## config.mk

```make
export PLATFORM = sky130hd
export DESIGN_NAME = inv_dft_n4
export DESIGN_NICKNAME = d
export VERILOG_FILES = /design/src/rtl/dft_pkg.sv /design/src/rtl/dft_rot_n4.sv /design/src/rtl/inv_dft_n4.sv
export SDC_FILE = /design/constraint.sdc
export NUM_CORES = 1
export LEC_CHECK = 0
export ABC_AREA = 1
export CORE_UTILIZATION = 30
export CTS_CLUSTER_DIAMETER = 60
export DETAILED_ROUTE_END_ITERATION = 10
export GPL_TIMING_DRIVEN = 0
export SLEW_MARGIN = 0
export SYNTH_ARGS = -nofsm -noshare
export SYNTH_HDL_FRONTEND = slang
export SYNTH_SLANG_ARGS = --single-unit
export TNS_END_PERCENT = 30
```

## constraint.sdc

```tcl
create_clock -name clk -period 5.4 [get_ports clk]
set_input_delay 1.08 -clock clk [delete_from_list [all_inputs] [get_ports clk]]
set_output_delay 1.08 -clock clk [all_outputs]
set_load 0.005 [all_outputs]
```

## src/rtl/dft_pkg.sv

```systemverilog
// -----------------------------------------------------------------------------
// dft_pkg
// Shared definitions for the 4-point inverse DFT block:
//   - N            : transform length (4)
//   - state_e      : controller states IDLE / ACCUM / DONE
//   - cplx_t       : wide complex word used by the rotation helper
//   - rotate_j()   : multiply a complex value by j^m using only swaps and
//                    negations
// -----------------------------------------------------------------------------
package dft_pkg;

    localparam int N = 4;

    typedef enum logic [1:0] {
        ST_IDLE  = 2'd0,
        ST_ACCUM = 2'd1,
        ST_DONE  = 2'd2
    } state_e;

    // Rotation is done on a generously wide word so the helper does not need
    // a width parameter; callers sign-extend into it and truncate back out.
    // Negating the most negative caller value cannot overflow at this width.
    localparam int ROT_W = 64;

    typedef logic signed [ROT_W-1:0] rot_word_t;

    typedef struct packed {
        rot_word_t re;
        rot_word_t im;
    } cplx_t;

    // x * j^m:  m=0 -> ( re,  im)
    //           m=1 -> (-im,  re)
    //           m=2 -> (-re, -im)
    //           m=3 -> ( im, -re)
    function automatic cplx_t rotate_j(input logic [1:0] m, input cplx_t x);
        cplx_t r;
        unique case (m)
            2'd0: begin r.re =  x.re; r.im =  x.im; end
            2'd1: begin r.re = -x.im; r.im =  x.re; end
            2'd2: begin r.re = -x.re; r.im = -x.im; end
            default: begin r.re = x.im; r.im = -x.re; end
        endcase
        return r;
    endfunction

endpackage : dft_pkg

```

## src/rtl/dft_rot_n4.sv

```systemverilog
// -----------------------------------------------------------------------------
// dft_rot_n4
// Purely combinational twiddle stage for the 4-point DFT: multiplies one
// complex sample by j^m without any multiplier.
//
// Ports
//   m       in  [1:0]  rotation exponent (j^m)
//   re, im  in  [W-1:0] signed input sample
//   rot_re  out [W-1:0] signed rotated real part
//   rot_im  out [W-1:0] signed rotated imaginary part
//
// W must leave one bit of headroom above the source sample width so that
// negating the most negative source value is representable.
// -----------------------------------------------------------------------------
module dft_rot_n4
    import dft_pkg::*;
#(
    parameter int W = 26
) (
    input  logic [1:0]          m,
    input  logic signed [W-1:0] re,
    input  logic signed [W-1:0] im,
    output logic signed [W-1:0] rot_re,
    output logic signed [W-1:0] rot_im
);

    cplx_t x_wide;
    cplx_t r_wide;

    // NOTE: every signal written in an always_comb gets a value on every path
    // (here unconditionally, elsewhere via a default first) so no latch is
    // inferred.
    always_comb begin
        // Signed-to-wider assignment sign-extends.
        x_wide.re = re;
        x_wide.im = im;
        r_wide    = rotate_j(m, x_wide);
        rot_re    = r_wide.re[W-1:0];
        rot_im    = r_wide.im[W-1:0];
    end

endmodule : dft_rot_n4

```

## src/rtl/inv_dft_n4.sv

```systemverilog
// -----------------------------------------------------------------------------
// inv_dft_n4
// Sequential 4-point inverse DFT. On request it computes one time-domain
// sample
//     x[n] = 1/4 * sum_{k=0..3} X[k] * j^((k*n) mod 4)
// accumulating one spectral term per clock, then publishes the floor-divided
// result.
//
// Ports
//   clk       in   single clock, rising edge
//   reset     in   asynchronous, active-low reset
//   start     in   request one result (ignored while accumulating)
//   x_idx     in   [1:0] time index n to compute
//   src_real  in   [3:0][WIDTH-1:0] spectrum real parts, X[k] at [k]
//   src_imag  in   [3:0][WIDTH-1:0] spectrum imaginary parts, X[k] at [k]
//   ready     out  high while x_real/x_imag hold a completed result
//   x_real    out  [WIDTH-1:0] result real part
//   x_imag    out  [WIDTH-1:0] result imaginary part
//
// Timing: start sampled at edge E0 latches the inputs; edges E1..E4 add
// terms k=0..3; ready and the result appear after E4. With start held high
// a new result is produced every 5 clocks.
// -----------------------------------------------------------------------------
module inv_dft_n4
    import dft_pkg::*;
#(
    parameter int WIDTH = 24,
    parameter int FRAC  = 8
) (
    input  logic                  clk,
    input  logic                  reset,
    input  logic                  start,
    input  logic [1:0]            x_idx,
    input  logic [3:0][WIDTH-1:0] src_real,
    input  logic [3:0][WIDTH-1:0] src_imag,
    output logic                  ready,
    output logic [WIDTH-1:0]      x_real,
    output logic [WIDTH-1:0]      x_imag
);

    // Two guard bits: the sum of four rotated WIDTH-bit terms always fits.
    // FRAC only documents where the binary point sits; the arithmetic is
    // identical for any value, so it contributes nothing here.
    localparam int ACC_W = WIDTH + 2 + (FRAC * 0);

    localparam logic [1:0] K_LAST = 2'(N - 1);

    // ------------------------------------------------------------------
    // State
    // ------------------------------------------------------------------
    state_e                  state_q, state_d;
    logic [1:0]              k_q, k_d;
    logic [1:0]              idx_q, idx_d;
    logic [3:0][WIDTH-1:0]   src_re_q, src_re_d;
    logic [3:0][WIDTH-1:0]   src_im_q, src_im_d;
    logic signed [ACC_W-1:0] acc_re_q, acc_re_d;
    logic signed [ACC_W-1:0] acc_im_q, acc_im_d;
    logic                    ready_q, ready_d;
    logic [WIDTH-1:0]        x_real_q, x_real_d;
    logic [WIDTH-1:0]        x_imag_q, x_imag_d;

    // ------------------------------------------------------------------
    // Datapath: select term k, rotate by j^(k*n mod 4), add
    // ------------------------------------------------------------------
    logic [1:0]              rot_m;
    logic signed [ACC_W-1:0] term_re;
    logic signed [ACC_W-1:0] term_im;
    logic signed [ACC_W-1:0] rot_re;
    logic signed [ACC_W-1:0] rot_im;
    logic signed [ACC_W-1:0] sum_re;
    logic signed [ACC_W-1:0] sum_im;

    // The 2-bit product wraps, which is exactly the mod-4 exponent.
    assign rot_m   = 2'(k_q * idx_q);
    assign term_re = ACC_W'($signed(src_re_q[k_q]));
    assign term_im = ACC_W'($signed(src_im_q[k_q]));

    dft_rot_n4 #(
        .W (ACC_W)
    ) u_rot (
        .m      (rot_m),
        .re     (term_re),
        .im     (term_im),
        .rot_re (rot_re),
        .rot_im (rot_im)
    );

    assign sum_re = acc_re_q + rot_re;
    assign sum_im = acc_im_q + rot_im;

    // A new computation may begin from IDLE or DONE, never mid-accumulation.
    logic launch;
    assign launch = start && (state_q != ST_ACCUM);

    // ------------------------------------------------------------------
    // Next-state logic
    // ------------------------------------------------------------------
    always_comb begin
        state_d  = state_q;
        k_d      = k_q;
        idx_d    = idx_q;
        src_re_d = src_re_q;
        src_im_d = src_im_q;
        acc_re_d = acc_re_q;
        acc_im_d = acc_im_q;
        ready_d  = ready_q;
        x_real_d = x_real_q;
        x_imag_d = x_imag_q;

        unique case (state_q)
            ST_ACCUM: begin
                acc_re_d = sum_re;
                acc_im_d = sum_im;
                k_d      = k_q + 2'd1;
                if (k_q == K_LAST) begin
                    state_d  = ST_DONE;
                    ready_d  = 1'b1;
                    // Arithmetic shift by 2 is a floor divide by 4; the
                    // quotient always fits back into WIDTH bits.
                    x_real_d = sum_re[WIDTH+1:2];
                    x_imag_d = sum_im[WIDTH+1:2];
                end
            end
            ST_IDLE, ST_DONE: begin
                if (launch) begin
                    state_d  = ST_ACCUM;
                    idx_d    = x_idx;
                    src_re_d = src_real;
                    src_im_d = src_imag;
                    acc_re_d = '0;
                    acc_im_d = '0;
                    k_d      = 2'd0;
                    ready_d  = 1'b0;
                end
            end
            default: begin
                state_d = ST_IDLE;
                ready_d = 1'b0;
            end
        endcase
    end

    // ------------------------------------------------------------------
    // Registers
    // ------------------------------------------------------------------
    // NOTE: sequential state uses non-blocking assignments so every flop
    // samples the pre-edge values, independent of statement order.
    always_ff @(posedge clk or negedge reset) begin
        if (!reset) begin
            state_q  <= ST_IDLE;
            k_q      <= '0;
            idx_q    <= '0;
            src_re_q <= '0;
            src_im_q <= '0;
            acc_re_q <= '0;
            acc_im_q <= '0;
            ready_q  <= 1'b0;
            x_real_q <= '0;
            x_imag_q <= '0;
        end else begin
            state_q  <= state_d;
            k_q      <= k_d;
            idx_q    <= idx_d;
            src_re_q <= src_re_d;
            src_im_q <= src_im_d;
            acc_re_q <= acc_re_d;
            acc_im_q <= acc_im_d;
            ready_q  <= ready_d;
            x_real_q <= x_real_d;
            x_imag_q <= x_imag_d;
        end
    end

    assign ready  = ready_q;
    assign x_real = x_real_q;
    assign x_imag = x_imag_q;

endmodule : inv_dft_n4

```

==> results of run 1 <==
-- logic make-up (layout without fill, tap and decap cells) --
kind of cell / Yosys count / count (layout)
compound gates: 295 / 295
xor+xnor: 53 / 53
fa+ha+maj: 57 / 57
buf+inv: 233 / 551
flops: 298 / 298
mux: 192 / 192
simple gates: 932 / 932
-- flip-flops by register name, summed over array words and instances, names as in the netlist, 24 cells and up --
name and flops:
acc_re_q 26, x_imag 24, src_re_q 96, src_im_q 96, x_real 24, acc_im_q 26
-- stage by stage --
step                      hold WS [ns]  instances  utilization, %  instance area, um^2  setup slack [ns]
final                            0.477       3143            38.9                22600             0.257
after global routing             0.502       3143            38.9                22600            0.0728
after CTS                        0.482       3143            38.9                22600             0.373
after detailed placement         0.466       3072            36.5                21200             0.428
after global placement           0.464       3070            36.4                21100             -9.87
after floorplan                  0.456       2060               -                17700              1.68
-- worst paths after layout --
kind	slack, ns	cells after the start	to	start
worst max-delay path	0.26	18	x_real[9]$_DFFE_PN0P_	k_q[0]$_DFFE_PN0P_
worst min-delay path	0.48	2	x_real[13]$_DFFE_PN0P_	x_real[13]$_DFFE_PN0P_
worst max register to register	0.26	18	x_real[9]$_DFFE_PN0P_	k_q[0]$_DFFE_PN0P_
worst min register to register	0.48	2	x_real[13]$_DFFE_PN0P_	x_real[13]$_DFFE_PN0P_
max in group asynchronous	3.73	2	src_im_q[70]$_DFFE_PN0P_	reset
min in group asynchronous	0.53	1	x_real[3]$_DFFE_PN0P_	reset
-- synthesized netlist by cell type, types with 22 or more instances --
| library cell | count | area share (%) |
|---|---|---|
| nand2_2 | 37 | 1.3 |
| ha_1 | 55 | 3.9 |
| clkbuf_1 | 45 | 0.95 |
| nand3_1 | 175 | 4.9 |
| buf_2 | 23 | 0.65 |
| xor2_1 | 33 | 1.6 |
| o21ai_0 | 102 | 2.9 |
| a21oi_1 | 77 | 2.2 |
| nand2_1 | 572 | 12 |
| mux2_2 | 192 | 12 |
| nor2_1 | 59 | 1.3 |
| inv_1 | 130 | 2.8 |
| o22ai_1 | 22 | 0.78 |
| dfrtp_1 | 298 | 42 |
-- area by class of cell --
| type | count | area [um^2] |
|---|---|---|
| plain buffers | 91 | 515 |
| well taps | 765 | 957 |
| clock buffers | 49 | 1060 |
| clock inverters | 22 | 332 |
| flip-flops and latches | 298 | 7460 |
| fillers | 5757 | 35500 |
| repair buffers | 247 | 2510 |
| inverters | 142 | 534 |
| multi-input cells | 1529 | 9200 |
-- cell usage in the layout, fill, tap and decap left out, types with 19 or more instances in the layout --
master,Yosys,final
xor2_1,33,33
o22ai_1,22,22
clkdlybuf4s50_1,0,244
nand2_2,37,37
a21oi_1,77,77
o21ai_0,102,102
xnor2_1,19,19
inv_1,130,130
clkbuf_16,0,39
buf_2,23,23
mux2_2,192,192
nand3_1,175,175
clkbuf_1,45,50
nor2_1,59,59
nand2_1,572,572
ha_1,55,55
dfrtp_1,298,298
-- layer usage --
metal | GRT usage (%) | wire length [um] | up-vias
met5 | 0 | 0 | -
met1 | 29.4 | 29200 | 7729
li1 | - | - | 7553
met2 | 35.4 | 29700 | 538
met3 | 2.79 | 3290 | 88
met4 | 4.60 | 1150 | 0
-- worst max-delay path, stage by stage, from the launching register on --
cell      delay (ns)
dfrtp_1         0.48
buf_6           0.24
buf_6           0.22
nand2_2         0.11
xnor2_4         0.20
nor2_2          0.24
clkbuf_1        0.45
clkbuf_1        0.54
a21oi_1         0.24
ha_1            0.40
a21o_1          0.21
nand2_1         0.06
nand2_1         0.07
nor2_1          0.19
o21ai_1         0.18
a21oi_1         0.41
o21ai_1         0.17
xnor2_1         0.43
o21ai_0         0.15
==> impl_metrics.ini, run 1 <==
[status]
outcome = finished, final reports clean

[place]
numPortBuffers = 245
gp_congestion = 0.940
hpwl_um = 49900

[critical_path]
critPathLaunchType = flip-flop
crit_arrival_ns = 5.56
path_max_fanout = 10
path_class = flip-flop to flip-flop
cp-end-kind = flip-flop
cp.required_ns = 5.81

[sta]
timing.final.max_slew_violations = 0
skew_ns = 0.0302
finalSetupTns_ns = 0
min_period_over_period_pct = 95.2
worstMarginPinSlew_ns = 1.05
finalSetupViolations = 0
rsz0062_at_grt = no
fin_crit_ns = 5.14
max_freq_mhz = 194
hold_violations = 0
slew_headroom_pct = 30.0

[logic_synthesis]
postSynthCellCount = 2060
syn-num-nets = 2314
synth_edf_count = 0
yosys_most_used_dff = dfrtp_1
synth_warnings = 0
muxShareOfSynthArea_pct = 12.2
synth_compound_area_share_pct = 9.74
synthAdderAreaFrac_pct = 4.11
yosysSeqAreaShare_pct = 42.1
ys_ff_latch = 298
avgSynthCellArea_um2 = 8.60
synth_xor_area_share_pct = 2.73
yosysUniqueCellTypes = 59
yosys.area_share.simple_pct = 23.2
ys_async_sr_fraction_pct = 100
synth_top_family_by_area = simple AND/OR/NAND/NOR gates
syn_area_um2 = 17700

[clocking]
cts_setup_buffers = 0
cts_tree = built
cts-root-buf = clkbuf_16
clk_path_buf_depth = 3
path_clk_slew_ns = 0.05
numCtsBuffers = 39
cts-resized-gates = 0
cts_sinks = 298
htree_levels = 2
cts_hold_buf = 0
insertion_delay_ns = 0.58

[grt]
grt_max_degree = 124
gr-total-overflow = 0
grt_antenna_before_repair = 0
grt_pass1_vias = 16000
grt_pass1_wl_um = 96900
grt_usage_pct = 21.3

[floorplanning]
rows = 88
die_y_um = 245
die-area_um2 = 60000
die_x_um = 245
initial_core_util_pct = 30.5
num_io_pins = 246
core_um2 = 58000

[job]
drv_cap = 0

[routing]
avgRoutedWirePerCell_um = 20.2
firstDrtPassIters = 5
vias_per_cell = 5.06
wl_um = 63400
ant_nets = 0
num_vias = 15900
drc = 0
dr.first_iter.drc_count = 1295

[final_layout]
final_nets = 2602
drive_above_1_share_pct = 16.7
area_delta_synth_final_pct = 27.5
diodes = 0

[min_path]
hold_path_class = flip-flop to flip-flop
Power of run 1 is not shown: default switching activity piles up to over one toggle a cycle in this logic, so the estimate is an artifact.
==> run 2: changes to the inputs <==
--- a/config.mk
+++ b/config.mk
@@ -5,12 +5,14 @@
 export SDC_FILE = /design/constraint.sdc
 export NUM_CORES = 1
 export LEC_CHECK = 0
-export ABC_AREA = 1
+export CELL_PAD_IN_SITES_DETAIL_PLACEMENT = 1
+export CELL_PAD_IN_SITES_GLOBAL_PLACEMENT = 2
 export CORE_UTILIZATION = 30
 export CTS_CLUSTER_DIAMETER = 60
 export DETAILED_ROUTE_END_ITERATION = 10
 export GPL_TIMING_DRIVEN = 0
-export SLEW_MARGIN = 0
+export PLACE_DENSITY_LB_ADDON = 0.1
+export SLEW_MARGIN = 20
 export SYNTH_ARGS = -nofsm -noshare
 export SYNTH_HDL_FRONTEND = slang
 export SYNTH_SLANG_ARGS = --single-unit
==> impl_metrics.ini, run 2 <==
[sta]
finalSetupViolations = 48
fin_crit_ns = 6.07
timing.final.max_slew_violations = 0
max_freq_mhz = 165
skew_ns = 0.0211
hold_violations = 0
rsz0062_at_grt = yes
setup_ws_ns = -0.668
min_period_over_period_pct = 112
slew_headroom_pct = 41.8
worstMarginPinSlew_ns = 0.870

[critical_path]
cp-end-kind = flip-flop
path_class = flip-flop to flip-flop
r2r-start = k_q[0]$_DFFE_PN0P_
setup.worst_path.start = k_q[0]$_DFFE_PN0P_
reg2reg_to = acc_re_q[25]$_DFFE_PN0P_
cp.required_ns = 5.88
crit_arrival_ns = 6.55
critPathCapture = acc_re_q[25]$_DFFE_PN0P_
r2r_cells = 27
critPathLaunchType = flip-flop
crit_slowest_cell = or4_4
path_max_fanout = 4
slowest_delay_ns = 0.51
r2r_slack_ns = -0.67

[logic_synthesis]
postSynthCellCount = 1877
syn_area_um2 = 16900
synth_top_area_cell = dfrtp_1
ys_async_sr_fraction_pct = 100
yosysSeqAreaShare_pct = 44.1
avgSynthCellArea_um2 = 9.00
yosys.area.top_type_share_pct = 44.1
synth_edf_count = 0
syn-num-nets = 2131
synth_area_leaders = dfrtp_1, nand2_1, mux4_2, ha_1, xnor2_1
yosys.cell_count.top_type = nand2_1
yosys_most_used_dff = dfrtp_1
yosysUniqueCellTypes = 68
ys_ff_latch = 298
ys_top_cells_by_count = nand2_1, dfrtp_1, a21oi_1, nor2_1, clkbuf_1
synth_warnings = 0

[final_layout]
diodes = 0
drive_above_1_share_pct = 18.0
final_common_cell = nand2_1
final_cell_area_um2 = 23200
area_delta_synth_final_pct = 37.5
largestRegisters = src_im_q: 96 flops, src_re_q: 96 flops
layout_common_cells = nand2_1, dfrtp_1, clkdlybuf4s50_1
final_nets = 2488

[status]
violations = setup timing
outcome = finished with violations

[clocking]
clk_path_buf_depth = 3
cts-root-buf = clkbuf_16
insertion_delay_ns = 0.57
cts_tree = built
cts_hold_buf = 0
path_clk_slew_ns = 0.06
htree_levels = 2
numCtsBuffers = 39
cts_sinks = 298

[job]
drv_cap = 0

[grt]
grt_antenna_before_repair = 1
grt_usage_pct = 23.6
grt_max_degree = 93
grt_pass1_wl_um = 101000
grt_pass1_vias = 16200
gr-total-overflow = 0

[floorplanning]
rows = 86
core_um2 = 55400
num_io_pins = 246
die_x_um = 239
die_y_um = 239
die-area_um2 = 57300
initial_core_util_pct = 30.5

[place]
hpwl_um = 50700
gp_congestion = 0.875
postPlaceCellArea_um2 = 20500
numPortBuffers = 245

[routing]
num_vias = 15200
vias_per_cell = 5.06
wl_um = 67000
dr.first_iter.drc_count = 788
drc = 0
firstDrtPassIters = 5
avgRoutedWirePerCell_um = 22.3
ant_nets = 0

[min_path]
hold_path_class = primary input to async pin
run 2: worst min path at each step:
stage | from | to | cells after the start | slack [ns]
after detailed placement | src_im_q[82]$_DFFE_PN0P_ | src_im_q[82]$_DFFE_PN0P_ | 2 | 0.46
after global placement | src_im_q[73]$_DFFE_PN0P_ | src_im_q[73]$_DFFE_PN0P_ | 2 | 0.45
final | reset | x_imag[17]$_DFFE_PN0P_ | 1 | 0.40
after global routing | reset | x_imag[17]$_DFFE_PN0P_ | 1 | 0.41
after CTS | reset | x_imag[17]$_DFFE_PN0P_ | 1 | 0.39
after floorplan | src_im_q[24]$_DFFE_PN0P_ | src_im_q[24]$_DFFE_PN0P_ | 2 | 0.44
run 2: kinds of logic after synthesis:
kind of cell,synth area share (%)
muxes,9.38
buffers and inverters,3.03
DFF,44.1
and+or+nand+nor,21.3
xor gates and xnor gates,5.39
adders and majority gates,4.31
AOI/OAI and AO/OA,12.5
run 2: metrics by stage:
step	util, %	std cells	worst slack, ns	hold slack (ns)	setup TNS (ns)
2_1_floorplan	-	1877	-0.338	0.437	-2.05
3_3_place_gp	36.8	2870	-10.49	0.452	-3233.73
3_5_place_dp	37.0	2873	-2.39	0.459	-131.11
4_1_cts	41.3	2995	-0.678	0.388	-12.53
5_1_grt	41.9	3008	-0.915	0.413	-24.04
6_report	41.9	3008	-0.668	0.400	-13.62
run 2: area by class of cell:
cell class,count,area (um^2)
flip-flops and latches,298,7460
fillers,6360,32200
multi-input cells,1453,9780
repair buffers,318,3090
inverters,25,96.3
clock inverters,17,195
plain buffers,99,594
well taps,748,936
clock buffers,50,1090
run 2: metal layers:
layer / vias to the layer above / global-route usage [%] / share of wire, %
li1: 7143 / - / -
met1: 7663 / 31.6 / 45
met2: 323 / 39.4 / 48
met3: 79 / 3.19 / 3.9
met4: 0 / 7.25 / 2.6
met5: - / 0 / 0
run 2: what timing repair did:
action                     in CTS  in global routing
resized for setup             170                 62
setup buffers                  57                 13
pin swaps                      72                 42
setup endpoints to repair      92                 57
hold endpoints to repair        0                  0
run 2: worst max-delay path, delay by kind of cell (launching register included):
| kind | cells | cell delay [ns] |
|---|---|---|
| AND/OR/NAND/NOR | 6 | 1.92 |
| AO/OA/AOI/OAI | 9 | 1.38 |
| buffers and inverters | 7 | 0.92 |
| multiplexers | 1 | 0.47 |
| adder cells (fa/ha/maj) | 2 | 0.45 |
| XOR/XNOR | 2 | 0.42 |
| flip-flops | 1 | 0.41 |
Power of run 2 is left out for the same reason.
